[config.mk]
export PLATFORM = sky130hd
export DESIGN_NAME = load_store_unit
export DESIGN_NICKNAME = d
export VERILOG_FILES = /design/src/rtl/load_store_unit.sv
export SDC_FILE = /design/constraint.sdc
export NUM_CORES = 1
export LEC_CHECK = 0
export CAP_MARGIN = 15
export CORE_MARGIN = 2
export CORE_UTILIZATION = 45
export CTS_CLUSTER_DIAMETER = 200
export DETAILED_ROUTE_END_ITERATION = 8
export GPL_ROUTABILITY_DRIVEN = 0
export PLACE_DENSITY = 0.88
export SYNTH_ARGS = -nofsm -noshare
export SYNTH_HDL_FRONTEND = slang
export SYNTH_SLANG_ARGS = --single-unit
export TNS_END_PERCENT = 50
[constraint.sdc]
create_clock -name clk_i -period 5.5 [get_ports clk_i]
set_input_delay 1.375 -clock clk_i [delete_from_list [all_inputs] [get_ports clk_i]]
set_output_delay 1.375 -clock clk_i [all_outputs]
set_load 0.01 [all_outputs]
[src/rtl/load_store_unit.sv]
`default_nettype none
// ============================================================================
// load_store_unit : multi-cycle data-memory stage (lane align, req/ack, load extend)
// Rev 1.0 -- LSU_MISALIGN_TRAP_EN: trap misaligned half/word accesses
// ============================================================================
module load_store_unit #(
   parameter int ADDR_W   = 12,
   parameter int MAX_WAIT = 15
) (
   input  logic              clk_i,
   input  logic              rst_i,
   input  logic              req_i,
   input  logic              d_mem_wen_i,
   input  logic [3:0]        be_i,
   input  logic [2:0]        lfunct_i,
   input  logic [31:0]       addr_i,
   input  logic [31:0]       wdata_i,
   input  logic [4:0]        rd_wa_i,
   output logic              stall_o,
   output logic              ld_valid_o,
   output logic [31:0]       ld_data_o,
   output logic [4:0]        ld_wa_o,
   output logic              bus_err_o,
   output logic              misalign_o,
   output logic              mem_req_o,
   output logic              mem_wen_o,
   output logic [3:0]        mem_be_o,
   output logic [ADDR_W-1:0] mem_addr_o,
   output logic [31:0]       mem_dout_o,
   input  logic [31:0]       mem_din_i,
   input  logic              mem_ack_i
);
   typedef enum logic [1:0] {
      S_IDLE   = 2'd0,
      S_ACCESS = 2'd1,
      S_DONE   = 2'd2
   } state_t;

   localparam logic [7:0] MAX_WAIT_C = 8'(MAX_WAIT);

   state_t            state_q;
   logic [7:0]        wait_cnt_q;
   logic              is_load_q;
   logic [2:0]        lfunct_q;
   logic [1:0]        lane_q;
   logic [4:0]        rd_wa_q;
   logic              ld_valid_q;
   logic              bus_err_q;
   logic [31:0]       ld_data_q;
   logic [4:0]        ld_wa_q;
   logic              mem_req_q;
   logic              mem_wen_q;
   logic [3:0]        mem_be_q;
   logic [ADDR_W-1:0] mem_addr_q;
   logic [31:0]       mem_dout_q;

   logic [3:0]        be_shift;
   logic [31:0]       dout_shift;
   logic              is_half;
   logic              is_word;
   logic              misaligned;
   logic [7:0]        ld_byte;
   logic [15:0]       ld_half;
   logic [31:0]       ld_data_d;

   assign be_shift   = be_i << addr_i[1:0];
   assign dout_shift = wdata_i << {addr_i[1:0], 3'b000};

   // Loads size by funct3 (bit1 set = word, incl. the undefined encodings); stores by mask.
   always_comb begin
      is_half = 1'b0;
      is_word = 1'b0;
      if (d_mem_wen_i) begin
         is_half = (lfunct_i[1:0] == 2'b01);
         is_word = lfunct_i[1];
      end else begin
         is_half = (be_i == 4'b0011);
         is_word = (be_i == 4'b1111);
      end
      misaligned = (is_half & addr_i[0]) | (is_word & (addr_i[1:0] != 2'b00));
   end

   assign ld_byte = mem_din_i[{lane_q, 3'b000} +: 8];
   assign ld_half = lane_q[1] ? mem_din_i[31:16] : mem_din_i[15:0];

   always_comb begin
      ld_data_d = mem_din_i;
      case (lfunct_q)
         3'b000:  ld_data_d = {{24{ld_byte[7]}}, ld_byte};
         3'b001:  ld_data_d = {{16{ld_half[15]}}, ld_half};
         3'b100:  ld_data_d = {24'd0, ld_byte};
         3'b101:  ld_data_d = {16'd0, ld_half};
         default: ld_data_d = mem_din_i;
      endcase
   end

`ifdef LSU_MISALIGN_TRAP_EN
   logic misalign_q;
   assign misalign_o = misalign_q;
`else
   logic unused_misaligned;
   assign unused_misaligned = misaligned;
   assign misalign_o        = 1'b0;
`endif

   if (ADDR_W < 30) begin : g_unused_addr
      logic unused_addr_hi;
      assign unused_addr_hi = ^addr_i[31:ADDR_W+2];
   end

   always_ff @(posedge clk_i or posedge rst_i) begin
      if (rst_i) begin
         state_q    <= S_IDLE;
         wait_cnt_q <= 8'd0;
         is_load_q  <= 1'b0;
         lfunct_q   <= 3'd0;
         lane_q     <= 2'd0;
         rd_wa_q    <= 5'd0;
         ld_valid_q <= 1'b0;
         bus_err_q  <= 1'b0;
         ld_data_q  <= 32'd0;
         ld_wa_q    <= 5'd0;
         mem_req_q  <= 1'b0;
         mem_wen_q  <= 1'b1;
         mem_be_q   <= 4'd0;
         mem_addr_q <= '0;
         mem_dout_q <= 32'd0;
`ifdef LSU_MISALIGN_TRAP_EN
         misalign_q <= 1'b0;
`endif
      end else begin
         ld_valid_q <= 1'b0;
         bus_err_q  <= 1'b0;
`ifdef LSU_MISALIGN_TRAP_EN
         misalign_q <= 1'b0;
`endif
         case (state_q)
            S_IDLE: begin
               if (req_i) begin
                  is_load_q  <= d_mem_wen_i;
                  lfunct_q   <= lfunct_i;
                  lane_q     <= addr_i[1:0];
                  rd_wa_q    <= rd_wa_i;
                  wait_cnt_q <= 8'd0;
`ifdef LSU_MISALIGN_TRAP_EN
                  if (misaligned) begin
                     misalign_q <= 1'b1;
                     state_q    <= S_DONE;
                  end else
`endif
                  begin
                     mem_req_q  <= 1'b1;
                     mem_wen_q  <= d_mem_wen_i;
                     mem_be_q   <= d_mem_wen_i ? 4'b1111 : be_shift;
                     mem_addr_q <= addr_i[ADDR_W+1:2];
                     mem_dout_q <= dout_shift;
                     state_q    <= S_ACCESS;
                  end
               end
            end
            S_ACCESS: begin
               if (mem_ack_i) begin
                  mem_req_q <= 1'b0;
                  if (is_load_q) begin
                     ld_valid_q <= 1'b1;
                     ld_data_q  <= ld_data_d;
                     ld_wa_q    <= rd_wa_q;
                  end
                  state_q <= S_DONE;
               end else if (wait_cnt_q == MAX_WAIT_C) begin
                  mem_req_q <= 1'b0;
                  bus_err_q <= 1'b1;
                  state_q   <= S_DONE;
               end else begin
                  wait_cnt_q <= wait_cnt_q + 8'd1;
               end
            end
            S_DONE:  state_q <= S_IDLE;
            default: state_q <= S_IDLE;
         endcase
      end
   end

   assign stall_o    = req_i & (state_q != S_DONE);
   assign ld_valid_o = ld_valid_q;
   assign ld_data_o  = ld_data_q;
   assign ld_wa_o    = ld_wa_q;
   assign bus_err_o  = bus_err_q;
   assign mem_req_o  = mem_req_q;
   assign mem_wen_o  = mem_wen_q;
   assign mem_be_o   = mem_be_q;
   assign mem_addr_o = mem_addr_q;
   assign mem_dout_o = mem_dout_q;

endmodule
`default_nettype wire
==> metrics list <==
- Clock root buffer: sky130_fd_sc_hd__clkbuf_16
- The tool flagged a number of max-cap violations equal to 0.
* Synth Cell Area: 0.00571 mm^2
- Die Outline Area: 0.0136 mm^2
- Antenna violation net count after detailed routing: 0
- WHS Path Cells: 2
* R2r worst-path depth: 3
* Remaining DRCs: 0
- Leakage dissipation: 3.38 nW
- The die is 117 um wide.
- Clock latency reported for the late side of the worst-skew pair: about 0.35 ns
- Placement row count: 41
- Wires add up to 15800 um.
- Data on the critical path arrives at its endpoint at 2.51 ns.
- TritonRoute pass-1 iters: 7
* Minimum clock period after layout: about 3.9 ns
- Endpoints failing setup: 0
* Final instance count without filler cells: ~960
- Static timing analysis puts the maximum clock frequency at about 0.26 GHz.
* Number of nets at the end of the flow: 900
* Post-placement worst setup slack: approximately 1.6 ns
* Cell type with the highest occurrence count on the critical path: sky130_fd_sc_hd__clkdlybuf4s50_1
* Maximum number of pins on one net before global-route repair: 59
* Depth of the CTS H-tree: 3
- From bottom edge to top edge, the die measures 117 um.
- In this run, post-CTS hold repair placed 0 buffers.
- Critical path buffer and inverter count: 2
- Part of the total power dissipated in combinational logic: a little over two fifths
* Transition time of the tightest slew-check pin: 0.989 ns
- Top-area cell type share of the netlist area: 47.8%
- Setup repair after global routing left no endpoint under its margin.
- Portion of the clock cycle consumed by the worst path in the final layout: between 70% and 80%
- Summed negative setup slack over all endpoints: 0 ns
- The via count of the first global-routing pass was 4955.
- The critical path is of the input port to output pin type.
- Leaving out fill and tap cells, the most frequent cell in the layout is sky130_fd_sc_hd__clkdlybuf4s50_1.
- DRT iter0 DRCs: 406
- The hold violation total from the final report came to 0.
- Port buffering added around 180 buffers.
- Max stage delay on crit path: 0.55 ns
* Post-Syn Instances: between 600 and 700
* Proportion of layout cells with a drive suffix above 1: under 10%
- Per-cell via count in the routed design: 5.38
- FF+latch count, synth: 110
* Slew margin rel.: 34.0%
- Maximum ir drop on the vdd rail: 0.000239 V
- Logic depth of the worst setup path including buffers: 3
- Status: complete, no violations
* Total setup buffers inserted after CTS: 0
- Num ports: ~200
- Final antenna diode count: 0
- Number of sinks driven by the clock tree: 110
* Most frequent cells in the layout: sky130_fd_sc_hd__clkdlybuf4s50_1, sky130_fd_sc_hd__nand2_1, sky130_fd_sc_hd__dfrtp_1
* Power per unit of standard cell area: 438 mW/mm^2
* Sort of element at the start of the critical path: input port
- The first global-routing pass estimated between 20000 and 25000 um of wire.
- Once the clock tree was built, the resizer swapped 0 gates to a different size.
- Global routing consumed, over all layers together, 23.5% of the routing resources.
* Crit end category: output pin
* Overflow left after global routing: 0
* CTS Buffer Depth: 2
- After synthesis, the mean cell area works out to 9.09 um^2.
- Relative area change from synthesis to final layout: 39.3%
* Class of the worst hold path: flop to flop
- Synth area leader: sky130_fd_sc_hd__dfrtp_1
* Switching share of power: 35.2%
* Setup slack after layout: around 1.6 ns
- In this run the worst path has a maximum fanout of 2.
- Counting tap cells, the placed design contains a total of 947 instances.
- Starting density of the core: about 46%
- Via count: just over 5000
* Portion of total power attributed to the clock network: 19.8%
- After floorplanning, the core was sized to cover 0.0125 mm^2.
* Required time at the endpoint of the critical path: 4.12 ns
* Slowest CP cell: sky130_fd_sc_hd__clkdlybuf4s50_1
* Register area share after synthesis: 48.2%
- Part of the total power dissipated in sequential elements: 37.8%
- Inserted Clock Buffers: 9
- Worst clock skew on the final layout: 0.00673 ns
* CP delay by family, top: buffers and inverters
* Leading cell types by total area after synthesis: sky130_fd_sc_hd__dfrtp_1, sky130_fd_sc_hd__nand2_1, sky130_fd_sc_hd__mux2i_1
* Switch Pwr: 1.23 mW
- The number of nets handed over by synthesis was 742.
* Avg WL per Cell: 16.4 um
- Cells fill 63.5% of the core in the end.
* Internal Pwr Total: 2.26 mW
- Antenna violations before repair: 0
* Pins Over Slew Limit: 0
- Cells along the critical path: clkdlybuf4s50_1, o21a_1, clkdlybuf4s50_1
- Synth Warn #: 0
- Post-CTS clock slew at the launch and capture registers of the worst setup and hold paths: around 0.070 ns
- TritonCTS clock tree: done
- Detailed placement ended at an HPWL of between 10000 and 15000 um.
* Number of distinct library cells after synthesis: 45
-- synth_stat cells --
master                      number
sky130_fd_sc_hd__conb_1          1
sky130_fd_sc_hd__o211ai_1        2
sky130_fd_sc_hd__a211o_1         2
sky130_fd_sc_hd__and3_1          1
sky130_fd_sc_hd__buf_2           7
sky130_fd_sc_hd__nand4_1         1
sky130_fd_sc_hd__a21bo_2         1
sky130_fd_sc_hd__clkbuf_1       28
sky130_fd_sc_hd__ha_1            1
sky130_fd_sc_hd__nor2b_4         1
sky130_fd_sc_hd__a41oi_1         1
sky130_fd_sc_hd__a21oi_1        39
sky130_fd_sc_hd__nor4b_2        10
sky130_fd_sc_hd__o21a_1          1
sky130_fd_sc_hd__nor4b_1         6
sky130_fd_sc_hd__or3_1           8
sky130_fd_sc_hd__or4_1           4
sky130_fd_sc_hd__a2111oi_0       1
sky130_fd_sc_hd__nor2_1         41
sky130_fd_sc_hd__buf_6           3
sky130_fd_sc_hd__mux4_2          1
sky130_fd_sc_hd__dfrtp_1       109
sky130_fd_sc_hd__nor2b_1        20
sky130_fd_sc_hd__nand4b_1        1
sky130_fd_sc_hd__and2_1          8
sky130_fd_sc_hd__nor3b_1         7
sky130_fd_sc_hd__nand3b_1        9
sky130_fd_sc_hd__nand2_1       152
sky130_fd_sc_hd__mux2_2          9
sky130_fd_sc_hd__clkinv_1        1
sky130_fd_sc_hd__nor3_1          2
sky130_fd_sc_hd__dfstp_2         1
sky130_fd_sc_hd__nand2b_1        2
sky130_fd_sc_hd__mux2i_1        36
sky130_fd_sc_hd__o21ai_0        38
sky130_fd_sc_hd__nand3_1        11
sky130_fd_sc_hd__or2_2           7
sky130_fd_sc_hd__buf_1           7
sky130_fd_sc_hd__o221a_2         1
sky130_fd_sc_hd__o22ai_1         2
sky130_fd_sc_hd__o31ai_1        19
sky130_fd_sc_hd__inv_1           6
sky130_fd_sc_hd__a211oi_1       16
sky130_fd_sc_hd__and2b_1         3
sky130_fd_sc_hd__buf_4           1
-- tightest hold or removal path, stage by stage (launching register included) --
cell and delay, ns:
sky130_fd_sc_hd__dfstp_2 0.37, sky130_fd_sc_hd__nand2_1 0.05, sky130_fd_sc_hd__nand2_1 0.05
-- final cells by class --
| type | instances | area, um^2 |
|---|---|---|
| clock buffers | 11 | 253 |
| flip-flops and latches | 110 | 2750 |
| inverters | 7 | 28.8 |
| fillers | 1040 | 4560 |
| well taps | 172 | 215 |
| repair buffers | 193 | 1910 |
| multi-input cells | 465 | 2730 |
| clock inverters | 5 | 63.8 |
-- power by group through the flow --
stage	sequential (mW)	clock [mW]	combinational, mW
2_1_floorplan	1.39	0	0.676
3_3_place_gp	1.32	0	1.45
3_5_place_dp	1.33	0	1.48
4_1_cts	1.32	0.701	1.49
5_1_grt	1.36	0.728	1.62
6_report	1.32	0.690	1.48
-- routing by layer --
metal  GRT usage [%]  share of wire [%]
met4            9.33                2.5
met5               0                  0
met2            39.0                 48
met1            29.7                 41
met3            5.66                8.5
-- sequential cells by signal (all words and copies together) (netlist names) --
signal      count
mem_addr_o     12
ld_data_o      32
lane_q          2
is_load_q       1
wait_cnt_q      8
mem_wen_o       1
state_q         2
lfunct_q        3
mem_req_o       1
ld_valid_o      1
rd_wa_q         5
mem_be_o        4
mem_dout_o     32
ld_wa_o         5
bus_err_o       1
-- path summary, 6_finish.rpt --
kind | startpoint | to | slack, ns
setup / recovery | req_i | stall_o | 1.61
min in group asynchronous | rst_i | ld_data_o[0] | 1.42
max in group asynchronous | rst_i | mem_dout_o[16] | 3.21
hold / removal | mem_wen_o | mem_wen_o | 0.46
hold reg to reg | mem_wen_o | mem_wen_o | 0.46
setup reg to reg | lane_q[1] | ld_data_o[14] | 2.87
-- through the flow --
stage / cell area, um^2 / hold WS, ns / power, mW
global route: 7950 / 0.493 / 3.71
finish: 7950 / 0.459 / 3.49
detailed placement: 7640 / 0.448 / 2.81
floorplan: 5710 / 0.439 / 2.06
CTS: 7950 / 0.460 / 3.51
global placement: 7640 / 0.448 / 2.77
-- kinds of logic after synthesis --
logic type	synth area share, %
AO/OA/AOI/OAI	13.0
multiplexers	8.48
buffers and inverters	4.10
adder cells (fa/ha/maj)	0.219
AND/OR/NAND/NOR	25.9
other	0.0657
flip-flops	48.2
No activity file was read; power rests on OpenSTA's default activity.
